$ cat src/rtl/flopr_pipe_pkg.sv
// Shared constants and helpers for the flopr_pipe register pipeline.
// The occupancy counter in flopr_pipe is only built when FLOPR_PIPE_OCC_EN is defined.
package flopr_pipe_pkg;

    localparam int DEFAULT_WIDTH = 32;
    localparam int DEFAULT_DEPTH = 4;

    // Bits needed to count 0..depth valid stages inclusive
    function automatic int occ_width(input int depth);
        return $clog2(depth + 1);
    endfunction

endpackage

$ cat src/rtl/flopenr_v.sv
// One pipeline stage: an enable-loaded data register plus its valid bit.
// Reset is synchronous and active-low; flush clears the valid bit but leaves
// the data register alone so the output never shows X or a discarded word.
module flopenr_v
    import flopr_pipe_pkg::*;
#(
    parameter int               WIDTH     = DEFAULT_WIDTH,
    parameter logic [WIDTH-1:0] RESET_VAL = '0
) (
    input  logic             clk,
    input  logic             reset,
    input  logic             flush,
    input  logic             en,
    input  logic             src_valid,
    input  logic [WIDTH-1:0] src_data,
    output logic             valid,
    output logic [WIDTH-1:0] data
);

    // Valid bit follows the upstream stage when this stage advances; flush empties it
    always_ff @(posedge clk) begin
        if (!reset) begin
            valid <= 1'b0;
        end else if (flush) begin
            valid <= 1'b0;
        end else if (en) begin
            valid <= src_valid;
        end
    end

    // Data only captures real words, so bubbles and flushes leave the last value held
    always_ff @(posedge clk) begin
        if (!reset) begin
            data <= RESET_VAL;
        end else if (en && src_valid && !flush) begin
            data <= src_data;
        end
    end

endmodule

$ cat src/rtl/flopr_pipe.sv
// flopr_pipe: DEPTH-stage valid/ready register pipeline with collapsing bubbles.
// Each stage may advance whenever it is empty or the stage after it advances,
// so the ready chain is combinational from out_ready back to in_ready.
// Define FLOPR_PIPE_OCC_EN to add the occ port and its occupancy counter.
module flopr_pipe
    import flopr_pipe_pkg::*;
#(
    parameter int               WIDTH     = DEFAULT_WIDTH,
    parameter int               DEPTH     = DEFAULT_DEPTH,
    parameter logic [WIDTH-1:0] RESET_VAL = '0
) (
    input  logic                         clk,
    input  logic                         reset,
    input  logic                         flush,
    input  logic                         in_valid,
    output logic                         in_ready,
    input  logic [WIDTH-1:0]             in_data,
    output logic                         out_valid,
    input  logic                         out_ready,
    output logic [WIDTH-1:0]             out_data
`ifdef FLOPR_PIPE_OCC_EN
    ,
    output logic [occ_width(DEPTH)-1:0] occ
`endif
);

    logic [DEPTH-1:0] valid;
    logic [WIDTH-1:0] data [DEPTH];
    logic [DEPTH:0]   ready;

    assign ready[DEPTH] = out_ready;
    assign in_ready     = ready[0] & ~flush;
    assign out_valid    = valid[DEPTH-1];
    assign out_data     = data[DEPTH-1];

    for (genvar i = 0; i < DEPTH; i++) begin : g_stage
        logic             src_valid;
        logic [WIDTH-1:0] src_data;

        assign ready[i] = ~valid[i] | ready[i+1];

        if (i == 0) begin : g_head
            assign src_valid = in_valid;
            assign src_data  = in_data;
        end else begin : g_body
            assign src_valid = valid[i-1];
            assign src_data  = data[i-1];
        end

        flopenr_v #(
            .WIDTH     (WIDTH),
            .RESET_VAL (RESET_VAL)
        ) u_stage (
            .clk       (clk),
            .reset     (reset),
            .flush     (flush),
            .en        (ready[i]),
            .src_valid (src_valid),
            .src_data  (src_data),
            .valid     (valid[i]),
            .data      (data[i])
        );
    end

`ifdef FLOPR_PIPE_OCC_EN
    localparam int              OCCW    = occ_width(DEPTH);
    localparam logic [OCCW-1:0] OCC_ONE = OCCW'(1);

    logic in_xfer;
    logic out_xfer;

    assign in_xfer  = in_valid & in_ready;
    assign out_xfer = out_valid & out_ready;

    // Occupancy tracks accepted minus delivered words, matching the valid-bit popcount
    always_ff @(posedge clk) begin
        if (!reset) begin
            occ <= '0;
        end else if (flush) begin
            occ <= '0;
        end else if (in_xfer && !out_xfer) begin
            occ <= occ + OCC_ONE;
        end else if (!in_xfer && out_xfer) begin
            occ <= occ - OCC_ONE;
        end
    end
`endif

endmodule

$ cat config.mk
export PLATFORM = sky130hd
export DESIGN_NAME = flopr_pipe
export DESIGN_NICKNAME = d
export VERILOG_FILES = /design/src/rtl/flopr_pipe_pkg.sv /design/src/rtl/flopenr_v.sv /design/src/rtl/flopr_pipe.sv
export SDC_FILE = /design/constraint.sdc
export NUM_CORES = 1
export LEC_CHECK = 0
export CORE_ASPECT_RATIO = 1.2
export CORE_MARGIN = 2
export CORE_UTILIZATION = 50
export CTS_CLUSTER_DIAMETER = 150
export DETAILED_ROUTE_END_ITERATION = 10
export GPL_TIMING_DRIVEN = 0
export HOLD_SLACK_MARGIN = 0.12
export PLACE_DENSITY = 0.74
export SLEW_MARGIN = 20
export SYNTH_ARGS = -nofsm -noshare
export SYNTH_HDL_FRONTEND = slang
export SYNTH_SLANG_ARGS = --single-unit
$ cat constraint.sdc
create_clock -name clk -period 3.9 [get_ports clk]
set_input_delay 0.39 -clock clk [delete_from_list [all_inputs] [get_ports clk]]
set_output_delay 0.39 -clock clk [all_outputs]
set_load 0.02 [all_outputs]
== Yosys cells after proc, flatten, opt, wreduce, memory -nomap -nowiden ==
Cells that the tools add are included.
Word-level totals
  output and inout bits: 34
  bits in registers: 132
  input bits: 37
  logic and storage cells: 29
Operators by class
  bitwise logic cells: 11
  reduce and logical (&&, ||, !) cells: 10
Operator list (number)
  logical AND 1 bit: 8
  NOT 1 bit: 6
  OR 1 bit: 4
  OR reduction 2 bit: 1
  bitwise AND 1 bit: 1
  logical NOT 1 bit: 1

== Longest topological paths before layout ==
  word-level depth: 7
  mapped depth: 5
  depth with buffers taken out: 3

== Modules after synthesis ==
Synthesis repeated with hierarchy kept, for this count alone.
Second synthesis, totals
  cell total of the unflattened synthesis: 578
  area total of the unflattened synthesis: 5459.0 um^2
Modules (own cells, without submodules)
  flopenr_v: cells an instance 143, instances 4, area each 1352.5 um^2, seq. area each 660.6 um^2
  flopr_pipe: cells an instance 6, instances 1, area each 48.8 um^2, seq. area each 0.0 um^2

== Least setup slack after synthesis ==
OpenSTA, ideal clock, no wires.
  kind: register to output
  start point: reg g_stage[3].u_stage.valid
  end point: out in_ready
  required time: 3.510 ns
  arrival: 1.275 ns
  stages on the path, launching flop included: 5
  buffers on the path: 2
  setup slack: 2.235 ns
  path through: dfxtp_1 > and4b_1 > buf_6 > buf_2 > a21oi_1
Between the ends
  word-level cells in the longest chain between the ends: 6
RTL lines
  from (decl): RTL line flopenr_v.sv:16  | output logic valid,
  from (signal assigned): RTL line flopenr_v.sv:27  | valid <= src_valid;
  NOT 1 bit: RTL line flopr_pipe.sv:40  | assign ready[i] = ~valid[i] | ready[i+1];
  OR 1 bit (4 in series): RTL line flopr_pipe.sv:40
  bitwise AND 1 bit: RTL line flopr_pipe.sv:32  | assign in_ready = ready[0] & ~flush;
  to (decl): RTL line flopr_pipe.sv:16  | output logic in_ready,
Every way passes these cells.

== Worst setup path after layout ==
  start point: in out_ready
  end point: out in_ready
Between the ends
  word-level cells in the longest chain between the ends: 5
RTL lines
  from (decl): RTL line flopr_pipe.sv:19  | input logic out_ready,
  OR 1 bit (4 in series): RTL line flopr_pipe.sv:40
  bitwise AND 1 bit: RTL line flopr_pipe.sv:32
Every way passes these cells.

==> flow_metrics.py <==
metrics = {
    "outcome": {
        "status": "finished clean",
    },
    "layout": {
        "multi_input_comb_area_um2": 2394,
        "instances_no_fill": 831,
        "antennaDiodeCount": 0,
        "final_common_cell": "dfxtp_1",
        "fillCellCount": 880,
        "fin_util_pct": 65.02,
        "seq_area_um2": 2643,
        "syn2layout_area_growth_pct": 27.44,
        "layout_common_cells": "dfxtp_1 (132), nand3_1 (96), o21ai_0 (96)",
        "layout.nets": 726,
        "final_layout_size_suffix_gt1_share_pct": 6.980,
    },
    "critical_path": {
        "reg2reg_depth": 5,
        "critPathCaptureType": "output pin",
        "cp.arrival_ns": 2.37,
        "critPathLaunchType": "input port",
        "timing.rr.end": "g_stage[0].u_stage.data[26]",
        "cp.required_ns": 3.51,
        "reg2reg_from": "g_stage[3].u_stage.valid",
        "reg2reg_slack_ns": 2.34,
        "crit_type": "input port to output pin",
        "crit_fanout": 10,
    },
    "grt": {
        "grt.total_usage_pct": 21.32,
        "grt.overflow.total": 0,
        "grt_max_degree": 17,
        "grt_pass1_vias": 4258,
        "grt_pass1_wl_um": 19740,
        "antenna_found_initial": 0,
    },
    "timing": {
        "worst_pin_slew_ns": 0.4511,
        "final-setup-viol-count": 0,
        "relSlewSlack_pct": 69.93,
        "skew_ns": 0.01012,
        "rsz0062_at_grt": "false",
        "drv_slew": 0,
        "min_period_over_period_pct": 70.82,
        "hold_violations": 0,
        "fmax_ghz": 0.3620,
        "min_period_ns": 2.762,
        "tns_ns": 0,
    },
    "power_and_ir_drop": {
        "p_leak_nw": 2.310,
        "power_frac_comb_pct": 4.4,
        "max-vdd-ir-drop_mv": 0.2637,
        "seq_power_share_pct": 44.0,
        "p_total_mw": 3.139,
        "clockPowerShare_pct": 51.6,
        "intPower_mw": 2.513,
        "power_density_nw_per_um2": 461.4,
        "sw_frac_of_total_pct": 19.94,
        "p_sw_mw": 0.6258,
    },
    "clock_tree": {
        "cts_root_buf": "clkbuf_16",
        "cts_buffer_depth": 2,
        "cts.sinks": 132,
        "post_cts_resize_count": 0,
        "cts_tree": "done",
        "post_cts_buffers": 0,
        "cts_hold_buffers": 0,
        "path_clk_slew_ns": 0.05,
        "htreeDepth": 4,
        "cts_buffers": 17,
        "clk_latency_ns": 0.41,
    },
    "synth": {
        "synthSimpleGateAreaFrac_pct": 15.84,
        "synth_compound_area_share_pct": 22.99,
        "synth_top_area_cell": "dfxtp_1",
        "syn_area_per_cell_um2": 8.883,
        "yosys-top-cells-area": "dfxtp_1 (49%), a21boi_0 (13%), nand3_1 (9.0%)",
        "synth_adder_area_share_pct": 0,
        "ys_ff_latch": 132,
        "muxShareOfSynthArea_pct": 6.000,
        "syn_area_um2": 5339,
        "ys_types": 22,
        "syn_inst": 601,
        "ys_seq_area_share_pct": 49.50,
        "synth_top_area_share_pct": 49.50,
        "synth_top_family_by_area": "compound AO/OA/AOI/OAI gates",
        "synth_xor_area_share_pct": 0,
        "yosysWarnings": 0,
        "syn_nets": 638,
    },
    "run": {
        "drv_cap": 0,
    },
    "drt": {
        "initialDrtViolationCount": 229,
        "routed_wl_um": 11670,
        "vias_per_cell": 5.309,
        "num_vias": 4412,
        "ant_nets": 0,
        "wl_per_cell_um": 14.04,
        "dr.pass1.iters": 4,
        "drcViolationCount": 0,
    },
    "floorplanning": {
        "dieHeight_um": 117.2,
        "die_w_um": 98.33,
        "num_io_pins": 71,
        "rows": 41,
        "start_util_pct": 51.02,
        "die_area_um2": 11520,
        "core_um2": 10470,
    },
    "placed_design": {
        "portBuffers": 69,
        "place_inst": 799,
        "place_hpwl_um": 8659,
        "gp_routability_congestion": 0.7962,
    },
    "hold_path": {
        "worstHoldPathType": "flop to flop",
        "hold_end": "g_stage[0].u_stage.data[27]",
        "hold_depth": 2,
        "hp-start": "g_stage[0].u_stage.data[27]",
    },
}
## power by group through the flow
| stage | clock network [mW] | registers (mW) | logic (mW) |
|---|---|---|---|
| after floorplan | 0 | 1.41 | 0.0815 |
| after global placement | 0 | 1.41 | 0.136 |
| after detailed placement | 0 | 1.41 | 0.139 |
| after CTS | 1.64 | 1.38 | 0.140 |
| after global routing | 1.70 | 1.38 | 0.152 |
| final | 1.62 | 1.38 | 0.139 |
## area by class of cell
type                            count  area share [%]
Sequential cell                   132           38.84
Multi-Input combinational cell    408           35.18
Timing Repair Buffer               69           10.15
Clock buffer                       23           7.172
Buffer                             61           4.450
Tap cell                          129           2.372
Clock inverter                      9           1.839
## metrics by stage
| step | setup slack (ns) | hold WS [ns] | area, µm² |
|---|---|---|---|
| after floorplan | 2.235 | 0.4350 | 5339 |
| after global placement | 1.168 | 0.4443 | 6191 |
| after CTS | 1.150 | 0.4605 | 6804 |
| after global routing | 1.084 | 0.4824 | 6804 |
| final | 1.138 | 0.4625 | 6804 |
| after detailed placement | 1.165 | 0.4480 | 6191 |
## synth_stat cells (all sizes together)
master  number
a21boi      96
a21oi        3
and2b        1
and3b        1
and4b        1
buf         16
clkbuf      45
dfxtp      132
mux2i       32
nand2       64
nand2b       6
nand3       96
nand3b       1
nand4b       1
nor2         7
nor2b        3
o21ai       96
## layer usage
layer | up-vias | wire length, µm | global-route usage, %
li1 | 2278 | - | -
met1 | 2022 | 5309 | 26.20
met2 | 92 | 5670 | 36.37
met3 | 20 | 499 | 4.691
met4 | 0 | 184 | 9.224
met5 | - | 0 | 0
## sequential cells by signal (all words and copies together) (netlist names)
register,count
g_stage.u_stage.data,128
g_stage.u_stage.valid,4
## logic make-up after synthesis
| logic type | count (synthesis) |
|---|---|
| compound gates | 195 |
| buf+inv | 61 |
| flops | 132 |
| mux | 32 |
| simple gates | 181 |
## critical path, stage by stage
cell and delay, ns:
clkdlybuf4s50_1 0.56, and4b_1 0.24, buf_6 0.14, buf_2 0.17, a21oi_1 0.23, clkdlybuf4s50_1 0.64
## how the worst max path moves through the flow
stage,start,endpoint,slack (ns),cells past startpoint
6_report,out_ready,in_ready,1.14,6
5_1_grt,out_ready,in_ready,1.08,6
4_1_cts,out_ready,in_ready,1.15,6
3_5_place_dp,out_ready,in_ready,1.16,6
3_3_place_gp,out_ready,in_ready,1.17,6
2_1_floorplan,g_stage[3].u_stage.valid,in_ready,2.24,4
Note: power is estimated with default switching activity, not from simulation.
